==> config.mk <==
export PLATFORM = sky130hd
export DESIGN_NAME = msrv32_alu_wb_buf
export DESIGN_NICKNAME = d
export VERILOG_FILES = /design/src/rtl/msrv32_alu_wb_buf.sv
export SDC_FILE = /design/constraint.sdc
export NUM_CORES = 1
export LEC_CHECK = 0
export ABC_CLOCK_PERIOD_IN_PS = 2300
export CAP_MARGIN = 25
export CORE_UTILIZATION = 38
export CTS_CLUSTER_DIAMETER = 100
export DETAILED_ROUTE_END_ITERATION = 10
export GPL_TIMING_DRIVEN = 0
export SYNTH_ARGS = -nofsm -noshare
export SYNTH_HDL_FRONTEND = slang
export SYNTH_SLANG_ARGS = --single-unit
export TNS_END_PERCENT = 20
==> constraint.sdc <==
create_clock -name clk_in -period 2.3 [get_ports clk_in]
set_clock_uncertainty 0.1 [all_clocks]
set_input_delay 0.46 -clock clk_in [delete_from_list [all_inputs] [get_ports clk_in]]
set_output_delay 0.46 -clock clk_in [all_outputs]
set_load 0.02 [all_outputs]
==> src/rtl/msrv32_alu_wb_buf.sv <==
// msrv32_alu_wb_buf: two-entry skid buffer between the ALU and write-back.
// Holds result, rd and wr_en; registered ready, FIFO order, flush support.
//
// Ports:
//   clk_in, rst_in        clock, synchronous active-high reset
//   flush_in              drop stored entries and the current input
//   in_valid_in/ready_out upstream handshake
//   result_in, rd_addr_in, wr_en_in  incoming ALU result bundle
//   out_valid_out/ready_in downstream handshake
//   result_out, rd_addr_out, wr_en_out  head entry (wr_en gated for x0)
//   count_out             occupancy, 0..2
module msrv32_alu_wb_buf #(
    parameter int WIDTH = 32
) (
    input  logic             clk_in,
    input  logic             rst_in,
    input  logic             flush_in,
    input  logic             in_valid_in,
    output logic             in_ready_out,
    input  logic [WIDTH-1:0] result_in,
    input  logic [4:0]       rd_addr_in,
    input  logic             wr_en_in,
    output logic             out_valid_out,
    input  logic             out_ready_in,
    output logic [WIDTH-1:0] result_out,
    output logic [4:0]       rd_addr_out,
    output logic             wr_en_out,
    output logic [1:0]       count_out
);

    typedef struct packed {
        logic [WIDTH-1:0] res;
        logic [4:0]       rd;
        logic             we;
    } entry_t;

    typedef enum logic [1:0] {
        EMPTY = 2'd0,
        ONE   = 2'd1,
        FULL  = 2'd2
    } cnt_e;

    cnt_e   count_q, count_d;
    entry_t head_q, head_d;
    entry_t skid_q, skid_d;
    entry_t in_e;

    logic accept;
    logic pop;

    assign in_e         = '{res: result_in, rd: rd_addr_in, we: wr_en_in};
    assign in_ready_out = (count_q != FULL) & ~rst_in;
    assign out_valid_out = (count_q != EMPTY);
    assign accept       = in_valid_in & in_ready_out;
    assign pop          = out_valid_out & out_ready_in;

    assign result_out  = head_q.res;
    assign rd_addr_out = head_q.rd;
    // x0 writes still drain through the buffer but never reach the regfile
    assign wr_en_out   = out_valid_out & head_q.we & (head_q.rd != 5'd0);
    assign count_out   = count_q;

    always_comb begin
        count_d = count_q;
        head_d  = head_q;
        skid_d  = skid_q;
        // A pop in the flush cycle needs no action: the head was already
        // presented downstream. Everything else, including the input, is lost.
        if (flush_in) begin
            count_d = EMPTY;
        end else begin
            unique case (count_q)
                EMPTY: begin
                    if (accept) begin
                        head_d  = in_e;
                        count_d = ONE;
                    end
                end
                ONE: begin
                    if (accept && pop) begin
                        head_d = in_e;
                    end else if (accept) begin
                        skid_d  = in_e;
                        count_d = FULL;
                    end else if (pop) begin
                        count_d = EMPTY;
                    end
                end
                FULL: begin
                    if (pop) begin
                        head_d  = skid_q;
                        count_d = ONE;
                    end
                end
                default: count_d = EMPTY;
            endcase
        end
    end

    always_ff @(posedge clk_in) begin
        if (rst_in) begin
            count_q <= EMPTY;
            head_q  <= '0;
            skid_q  <= '0;
        end else begin
            count_q <= count_d;
            head_q  <= head_d;
            skid_q  <= skid_d;
        end
    end

endmodule
## After elaboration in Yosys (flattened, before gate mapping)

Cells that the tools add are included.

| storage, ports and cells | value |
|---|---|
| output and inout bits | 42 |
| flip-flop bits (word level) | 78 |

| operators by class | value |
|---|---|
| equal/unequal tests | 8 |
| bitwise gates (word level) | 8 |
| reduce and logical (&&, ||, !) cells | 9 |
| muxes and demuxes | 10 |

Operator list:

| cell | number |
|---|---|
| 38-bit 2-to-1 mux | 3 |
| 38-bit one-hot mux with 3 select lines | 1 |
| 2-bit 2-to-1 mux | 5 |
| 2-bit != test (second input constant) | 5 |
| 4-bit AND reduction | 2 |
| 2-bit one-hot mux with 3 select lines | 1 |
| 1-bit bitwise AND | 5 |
| 5-bit AND reduction | 1 |
| 5-bit nonzero test | 1 |
| 3-bit != test (second input constant) | 1 |
| 1-bit NOT | 3 |
| 3-bit nonzero test | 1 |
| 2-bit by 1-bit equality test with 1-bit output (second input constant) | 1 |
| 2-bit equality test (second input constant) | 1 |
| 2-bit zero test | 1 |
| 2-bit nonzero test | 1 |
| 2-bit OR reduction | 1 |
| 1-bit logical AND | 1 |

## Longest topological paths before layout

Gate-level depths: netlist of the first run.

| depth | value |
|---|---|
| depth after elaboration | 6 |
| depth in mapped cells | 6 |

## Least setup slack after synthesis of the first run

Ideal clock, no wire load.

| path | value |
|---|---|
| path kind | register -> output |
| start | register count_q[1], in the netlist count_out[1] |
| end | output wr_en_out |
| buffers on the path | 2 |
| cell stages (with the launch flop) | 5 |
| arrival time | 1.333 ns |
| slack | 0.407 ns |
| required time | 1.740 ns |
| cell sequence | dfxtp_1 > buf_2 > buf_2 > or2_2 > o311a_1 |

| between the ends | value |
|---|---|
| cells in the longest elaborated chain, start to end | 3 |

RTL lines:

| element | line | text |
|---|---|---|
| from (decl) | 43 | `cnt_e count_q, count_d;` |
| from (signal assigned) | 106 | `count_q <= count_d;` |
| 2-bit nonzero test | 53 | `assign out_valid_out = (count_q != EMPTY);` |
| via out_valid_out | 23 | `output logic out_valid_out,` |
| 1-bit bitwise AND (2 in a row) | 60 | `assign wr_en_out = out_valid_out & head_q.we & (head_q.rd != 5'd0);` |
| to (decl) | 27 | `output logic wr_en_out,` |

The timed path passes the listed nets, and every way through them passes these cells.

## Final worst setup path of the first run

| path | value |
|---|---|
| start | register count_q[0], in the netlist count_out[0] |
| end | output wr_en_out |

| between the ends | value |
|---|---|
| cells in the longest elaborated chain, start to end | 3 |

RTL lines:

| element | line |
|---|---|
| 2-bit nonzero test | 53 |
| 1-bit bitwise AND (2 in a row) | 60 |

Every way passes these cells.

==> key figures, run 1 <==
Worst setup path
  • FF-to-FF path depth: 6
  • Required time worst endpoint: 1740 ps
  • CP endpoint kind: primary output
  • CP Data Arrival Time: 1650 ps
  • R2r startpoint: count_out[0]$_SDFFE_PP0P_
  • Worst setup path start: count_out[0]$_SDFFE_PP0P_
  • Worst-path maximum fanout: 10
  • Crit Path Class: reg2out
  • Startpoint types: flop

Placement
  • Post-DP HPWL: 7340 µm
  • Placed Area: 0.00498 mm²
  • Routability Congestion: 0.777
  • Port buffer count: 83
  • Pre-CTS setup slack: -121 ps

Power and ir drop
  • Leak: 0.00200 µW
  • VDD IR max: 337 µV
  • Pwr Density: 533 mW/mm²

Logic synthesis
  • Sequential area share after synthesis: 39.2%
  • Synth Net Count: 495
  • Yosys reg bits: 78
  • Commonest cells post-synth: 78 x dfxtp_1, 40 x a21oi_1, 39 x buf_4, 39 x mux2i_1, 39 x nand2_1
  • Post-synth EDFFs: 0
  • Post-synthesis cell type count: 30
  • Post-Syn Area: 0.00398 mm²
  • Leading post-synthesis cells by cell area: dfxtp_1 39%, mux2i_1 9.8%, buf_4 7.4%
  • Synth Warn #: 0
  • Dominant cell type by area after synthesis: dfxtp_1
  • Cell count after synthesis: 452
  • Syn Area/Cell: 8.81 µm²
  • Yosys top cell area share: 39.2%
  • Async SR Flop Fraction: 0%
  • Top-count cell post-synth: dfxtp_1
  • Main synth FF type: dfxtp_1

Floorplan
  • Io pins: 85
  • Die ar.: 0.0109 mm²
  • Starting Density: 40.0%
  • Die Height: 104 µm
  • Core Region: 0.00995 mm²
  • Row count: 36
  • Die width: 104 µm

Global routing
  • Gr ovfl total: 0
  • Global-route wire length before repair: 17200 µm
  • Initial antenna violation count: 0
  • Overall routing resource usage: 20.0%
  • Number of global-route vias before repair: 3407
  • Largest net degree at the start of global routing: 12

Run
  • Max_cap viols: 0

Cells and area
  • Final instance area: 0.00515 mm²
  • Nets: 589
  • Final core occ: 51.8%
  • Layout cell share with drive strength beyond 1: 20.0%
  • ANT cells: 0
  • Area grow syn2layout: 29.5%
  • # fillers: 951

Hold path
  • Type of the worst min-delay path: reg2reg
  • Hold path depth: 2
  • Hold_sp: result_out[18]$_SDFFE_PP0P_

Timing
  • WHS: 359 ps
  • RSZ-0062 raised after global routing: no
  • Max Freq: 452 MHz
  • Worst-Margin Slew: 575 ps
  • Final worst-path cycle share: 96.2%
  • Setup ws final: 86.6 ps
  • Slew Viols, Final: 0
  • Fin crit period: 2210 ps
  • Final-report hold violation count: 0
  • Max transition margin: 61.7%
  • Setup-failing EPs final: 0

CTS
  • Setup Buffers After CTS: 0
  • Longest Clk Path Bufs: 2
  • Hold buffers post-CTS: 0
  • Clock Latency Late Sink: 340 ps
  • H-tree depth: 3
  • CTS sink count: 78
  • TritonCTS clock tree: yes
  • CTS root buffer: clkbuf_8
  • CTS buffer count: 9
  • # resized after CTS: 13
  • Clock-pin slew on the worst setup and hold paths: 70 ps

Detailed routing
  • 1st-iter DRT viols: 169
  • Pre-antenna DRT Iters: 4
  • Vias: 3573
  • DR DRC count: 0
  • Routed Antenna Nets: 0
  • Vias per cell: 5.24
  • Avg WL per Cell: 15.3 µm
  • DRT Wirelength: 10500 µm

Status
  • Outcome: finished, final reports clean
registers in the layout, summed over array words and instances, names as in the netlist:
register,flops
rd_addr_out,5
skid_q,38
result_out,32
count_out,2
head_q,1
routing by layer:
layer  up-vias  GRT usage [%]  part of all wire [%]
li1       1761              -                     -
met4         0           5.61                   1.2
met2        90           32.0                    48
met3         9           4.01                   5.7
met1      1713           27.0                    45
met5         -              0                     0
path summary, 6_finish.rpt:
check / to / slack, ps
worst min-delay path: result_out[18]$_SDFFE_PP0P_ / 360
worst min register to register: result_out[18]$_SDFFE_PP0P_ / 360
worst max-delay path: wr_en_out / 90
worst max register to register: result_out[22]$_SDFFE_PP0P_ / 500
cell families (layout without fill, tap and decap cells):
group	Yosys count	count (layout)	synth area share (%)
multiplexers	39	39	9.81
AO/OA/AOI/OAI	119	119	17.8
flip-flops	78	78	39.2
AND/OR/NAND/NOR	130	130	19.8
buffers and inverters	86	183	13.4
final cells by class:
| cell class | instances | area, µm² | share of cell area [%] |
|---|---|---|---|
| multi-input cells | 288 | 1900 | 36.8 |
| flip-flops and latches | 78 | 1560 | 30.3 |
| repair buffers | 83 | 825 | 16.0 |
| plain buffers | 84 | 543 | 10.5 |
| well taps | 133 | 166 | 3.23 |
| clock buffers | 12 | 145 | 2.82 |
| clock inverters | 2 | 10.0 | 0.194 |
| inverters | 2 | 7.51 | 0.146 |
worst max-delay path: stages, from the launching register on:
cell	delay [ps]
dfxtp_1	330
buf_4	180
buf_4	170
or2_2	320
o311a_1	140
buf_2	160
cell usage in the layout, fill, tap and decap left out, types with 2 or more instances in the layout:
master           count
clkinv_2             2
mux2i_1             39
buf_4               41
buf_6                3
a21oi_1             40
or3b_2              29
o21ai_0             26
nor3b_1              2
buf_1                2
nand3_1             38
buf_12               2
dfxtp_1             77
nand2_1             39
clkbuf_1            23
clkbuf_8            10
buf_2               16
or3b_1              12
clkdlybuf4s50_1     80
nor2_1               2
o211ai_1            38
o21ai_1             12
power breakdown:
part | internal (µW) | total (µW) | switching [µW] | leakage (µW)
Combinational | 238 | 465 | 228 | 0.00129
Sequential | 1390 | 1410 | 19.6 | 0.000632
Clock | 407 | 880 | 472 | 0.0000821
stage by stage:
stage / power [µW] / setup TNS (ps) / instances
global route: 2880 / 0 / 682
finish: 2750 / 0 / 682
floorplan: 1690 / 0 / 452
detailed placement: 1900 / -1510 / 668
CTS: 2780 / 0 / 682
global placement: 1900 / -1010 / 668
No activity file was read; power rests on OpenSTA's default activity.
==> run 2: changes to the inputs <==
--- a/config.mk
+++ b/config.mk
@@ -7,10 +7,12 @@
 export LEC_CHECK = 0
 export ABC_CLOCK_PERIOD_IN_PS = 2300
 export CAP_MARGIN = 25
-export CORE_UTILIZATION = 38
+export CORE_UTILIZATION = 55
 export CTS_CLUSTER_DIAMETER = 100
 export DETAILED_ROUTE_END_ITERATION = 10
 export GPL_TIMING_DRIVEN = 0
+export PLACE_DENSITY = 0.85
+export SETUP_SLACK_MARGIN = 0.3
 export SYNTH_ARGS = -nofsm -noshare
 export SYNTH_HDL_FRONTEND = slang
 export SYNTH_SLANG_ARGS = --single-unit
==> run 2 against run 1 <==
Net effect:
- worst setup slack improved by 130 ps
- routed wire length fell by 0.21%
- cell count down 4.5%
- core utilization up 24 points
- worst hold slack improved by 2.7 ps
- first-iteration DRC count up 64%
- critical endpoint unchanged
==> key figures, run 2 (synthesis results as in run 1) <==
CTS
  • Longest Clk Path Bufs: 2
  • CTS sink count: 78
  • Clock-pin slew on the worst setup and hold paths: 80 ps
  • CTS root buffer: clkbuf_8
  • CTS buffer count: 9
  • TritonCTS clock tree: yes
  • Hold buffers post-CTS: 0
  • Clock Latency Late Sink: 350 ps
  • H-tree depth: 3

Worst setup path
  • Worst R2R Setup Slack: 380 ps
  • Worst-path maximum fanout: 3
  • R2r endpoint: result_out[11]$_SDFFE_PP0P_
  • FF-to-FF path depth: 7
  • Crit Path Class: reg2out
  • R2r startpoint: count_out[0]$_SDFFE_PP0P_
  • CP endpoint kind: primary output
  • CP Data Arrival Time: 1520 ps
  • Startpoint types: flop
  • Required time worst endpoint: 1740 ps

Cells and area
  • Most common cell after layout, fill and taps aside: clkdlybuf4s50_1
  • Non-filler cells, final: 651
  • Final instance area: 0.00521 mm²
  • Area of the multi-input gates: 0.00190 mm²
  • Area grow syn2layout: 30.8%
  • Most flops, register: skid_q
  • # fillers: 535
  • Max reg flops: 38
  • Reg area: 0.00157 mm²
  • ANT cells: 0
  • Layout cell share with drive strength beyond 1: 22.2%
  • Most frequent cells in the layout: 78 x clkdlybuf4s50_1, 75 x dfxtp_1, 42 x buf_4
  • Nets: 593

Power and ir drop
  • Leak: 0.00206 µW
  • Pwr Density: 562 mW/mm²
  • VDD IR max: 424 µV
  • Design Power: 2930 µW

Detailed routing
  • DR DRC count: 0
  • Routed Antenna Nets: 0
  • Pre-antenna DRT Iters: 5
  • Vias: 3759
  • DRT Wirelength: 10400 µm
  • 1st-iter DRT viols: 278
  • Avg WL per Cell: 16.0 µm
  • Vias per cell: 5.77

Timing
  • Max Freq: 481 MHz
  • Setup-failing EPs final: 0
  • Worst-Margin Slew: 585 ps
  • Setup TNS: 0 ps
  • Final worst-path cycle share: 90.5%
  • Fin crit period: 2080 ps
  • RSZ-0062 raised after global routing: yes
  • Slew Viols, Final: 0
  • Setup ws final: 220 ps
  • Max transition margin: 61.0%
  • Final-report hold violation count: 0

Global routing
  • Gr ovfl total: 0
  • Global-route wire length before repair: 17100 µm
  • Largest net degree at the start of global routing: 14
  • Number of global-route vias before repair: 3621
  • Initial antenna violation count: 0
  • Overall routing resource usage: 29.0%

Placement
  • Placed cell count: 631
  • Post-DP HPWL: 7230 µm
  • Placed Area: 0.00493 mm²
  • Port buffer count: 83
  • Pre-CTS setup slack: -158 ps
  • Routability Congestion: 0.879

Floorplan
  • Starting Density: 57.6%
  • Core Region: 0.00691 mm²
  • Die Height: 87.1 µm
  • Die width: 87.1 µm
  • Die ar.: 0.00758 mm²
  • Io pins: 85
  • Row count: 30

Status
  • Outcome: finished, final reports clean

Hold path
  • Hold path depth: 2
  • Type of the worst min-delay path: in2reg
  • Worst Hold End: count_out[1]$_SDFFE_PP0P_
  • Hold_sp: out_ready_in

Run
  • Max_cap viols: 0
## run 2: layout make-up
cell class	count	share of cell area [%]
multi-input combinational	288	36.4
sequential	78	30.1
timing repair buffer	87	16.5
buffer	84	10.7
clock buffer	11	2.72
tap	96	2.31
clock inverter	5	1.13
inverter	2	0.144
## run 2: timing repair
item | in CTS | in global routing
resized for setup | 31 | 5
buffers inserted | 4 | 0
setup endpoints to repair | 22 | 51
pin swaps | 0 | 0
gates cloned | 0 | 0
## run 2: power by group
group | internal (µW) | switching, µW
combinational | 242 | 231
clock | 532 | 516
sequential | 1390 | 20.0
total | 2160 | 767
## run 2: per-layer routing
layer  part of all wire (%)  vias to the layer above  global-route usage [%]
met4                    1.8                        0                    14.2
met2                     49                      178                    48.1
met1                     42                     1780                    36.5
met5                      0                        -                       0
met3                    7.2                       21                    4.64
li1                       -                     1780                       -
## run 2: critical path, stage by stage (launching register included)
cell and delay, ps:
dfxtp_2 340, or3_1 360, o311a_1 330, buf_6 140
## run 2: how the worst max path moves through the flow
stage	startpoint	endpoint	slack (ps)	depth (start not counted)
after floorplan	count_out[1]$_SDFFE_PP0P_	wr_en_out	410	4
after global placement	count_out[0]$_SDFFE_PP0P_	wr_en_out	-80	5
after detailed placement	out_ready_in	skid_q[18]$_SDFFE_PP0P_	-160	6
after CTS	rd_addr_out[0]$_SDFFE_PP0P_	wr_en_out	220	3
after global routing	rd_addr_out[0]$_SDFFE_PP0P_	wr_en_out	190	3
final	rd_addr_out[0]$_SDFFE_PP0P_	wr_en_out	220	3
## run 2: through the flow
stage,hold WS [ps],utilization (%)
floorplan,339,-
global placement,345,71.4
detailed placement,355,71.4
CTS,368,75.3
global route,374,75.4
finish,362,75.4
==> run 3: changes to the inputs <==
--- a/config.mk
+++ b/config.mk
@@ -12,7 +12,6 @@
 export DETAILED_ROUTE_END_ITERATION = 10
 export GPL_TIMING_DRIVEN = 0
 export PLACE_DENSITY = 0.85
-export SETUP_SLACK_MARGIN = 0.3
 export SYNTH_ARGS = -nofsm -noshare
 export SYNTH_HDL_FRONTEND = slang
 export SYNTH_SLANG_ARGS = --single-unit
==> run 3 against run 2 <==
Net effect:
- global-route usage decreased by 0.49 points
- die area unchanged
- clock power about the same
- cell area decreased by 1.1%
==> key figures, run 3 (synthesis results as in run 1) <==
Cells and area
  • Reg area: 0.00156 mm²
  • Max reg flops: 38
  • Most frequent cells in the layout: 80 x clkdlybuf4s50_1, 77 x dfxtp_1, 41 x buf_4
  • Area of the multi-input gates: 0.00190 mm²
  • Nets: 589
  • Layout cell share with drive strength beyond 1: 20.5%
  • Most flops, register: skid_q
  • Non-filler cells, final: 647
  • Area grow syn2layout: 29.4%
  • ANT cells: 0
  • # fillers: 550
  • Final core occ: 74.6%
  • Most common cell after layout, fill and taps aside: clkdlybuf4s50_1

Global routing
  • Overall routing resource usage: 28.5%
  • Initial antenna violation count: 0
  • Largest net degree at the start of global routing: 14
  • Global-route wire length before repair: 16800 µm
  • Gr ovfl total: 0
  • Number of global-route vias before repair: 3558

CTS
  • H-tree depth: 3
  • CTS root buffer: clkbuf_8
  • Longest Clk Path Bufs: 2
  • TritonCTS clock tree: yes
  • Clock-pin slew on the worst setup and hold paths: 80 ps
  • Clock Latency Late Sink: 350 ps
  • CTS buffer count: 9
  • CTS sink count: 78

Floorplan
  • Starting Density: 57.6%
  • Die width: 87.1 µm
  • Row count: 30
  • Die ar.: 0.00758 mm²
  • Io pins: 85
  • Die Height: 87.1 µm
  • Core Region: 0.00691 mm²

Timing
  • Setup TNS: 0 ps
  • WHS: 364 ps
  • Setup-failing EPs final: 0
  • Final worst-path cycle share: 96.5%
  • Fin crit period: 2220 ps
  • Max transition margin: 62.3%
  • Setup ws final: 79.4 ps
  • Slew Viols, Final: 0
  • RSZ-0062 raised after global routing: no
  • Worst-Margin Slew: 566 ps
  • Max Freq: 450 MHz
  • Final-report hold violation count: 0

Worst setup path
  • Worst setup path start: count_out[0]$_SDFFE_PP0P_
  • R2r endpoint: result_out[11]$_SDFFE_PP0P_
  • Buf/Inv on CP: 3
  • WP depth: 5
  • CP Data Arrival Time: 1660 ps
  • Required time worst endpoint: 1740 ps
  • Worst-path maximum fanout: 10
  • FF-to-FF path depth: 6
  • Critical path's top delay family: buffers and inverters
  • Ordered cell list for the critical path: buf_4 -> clkbuf_4 -> or2_2 -> o311a_1 -> buf_2
  • Crit Path Class: reg2out
  • R2r startpoint: count_out[0]$_SDFFE_PP0P_
  • Worst setup path endpoint: wr_en_out
  • Largest stage delay on the critical path: 320 ps
  • CP max-delay cell: dfxtp_1
  • Startpoint types: flop
  • Worst R2R Setup Slack: 450 ps
  • CP endpoint kind: primary output

Detailed routing
  • 1st-iter DRT viols: 243
  • Vias per cell: 5.77
  • DRT Wirelength: 10200 µm
  • Avg WL per Cell: 15.8 µm
  • Vias: 3733
  • DR DRC count: 0
  • Pre-antenna DRT Iters: 5
  • Routed Antenna Nets: 0

Hold path
  • Hold_sp: result_out[28]$_SDFFE_PP0P_
  • Type of the worst min-delay path: reg2reg

Power and ir drop
  • Leak: 0.00202 µW
  • Pwr Density: 568 mW/mm²
  • VDD IR max: 419 µV

Placement
  • Post-DP HPWL: 7230 µm
  • Pre-CTS setup slack: -158 ps
  • Routability Congestion: 0.879
  • Placed cell count: 631
  • Port buffer count: 83

Run
  • Max_cap viols: 0

Status
  • Outcome: finished, final reports clean
[run 3: layout make-up]
type / instances / area share [%]
inverter: 2 / 0.146
tap: 96 / 2.33
buffer: 84 / 10.5
sequential: 78 / 30.3
clock buffer: 11 / 2.75
timing repair buffer: 83 / 16.0
clock inverter: 5 / 1.14
multi-input combinational: 288 / 36.8
[run 3: per-stage QoR]
stage | power, µW | cell area (µm²)
final | 2920 | 5150
after floorplan | 1690 | 3980
after detailed placement | 1900 | 4930
after CTS | 2930 | 5140
after global placement | 1890 | 4930
after global routing | 3030 | 5150
[run 3: tightest hold or removal path: stages (launching register included)]
cell and delay (ps):
dfxtp_1 310, nand2_1 50, mux2i_1 60
[run 3: power breakdown]
group          switching, µW  total [µW]  internal [µW]  leakage, µW
logic                    227         464            237      0.00129
clock network            523        1050            532    0.0000955
registers               20.0        1410           1390     0.000632
total                    770        2920           2150      0.00202
[run 3: per-layer routing]
layer	wire length [µm]	track usage (%)
met2	4990	47.2
met3	686	5.12
met4	230	13.9
met1	4330	35.7
met5	0	0
[run 3: worst min path at each step]
stage	cells past startpoint	end	slack [ps]
finish	2	result_out[28]$_SDFFE_PP0P_	360
global placement	2	result_out[26]$_SDFFE_PP0P_	340
global route	2	result_out[26]$_SDFFE_PP0P_	370
detailed placement	2	result_out[10]$_SDFFE_PP0P_	350
floorplan	2	result_out[11]$_SDFFE_PP0P_	340
CTS	2	result_out[26]$_SDFFE_PP0P_	370
[run 3: repair_timing]
item,4_1_cts,5_1_grt
hold buffers,0,0
resized for setup,13,3
setup endpoints to repair,3,1
setup buffers,0,0
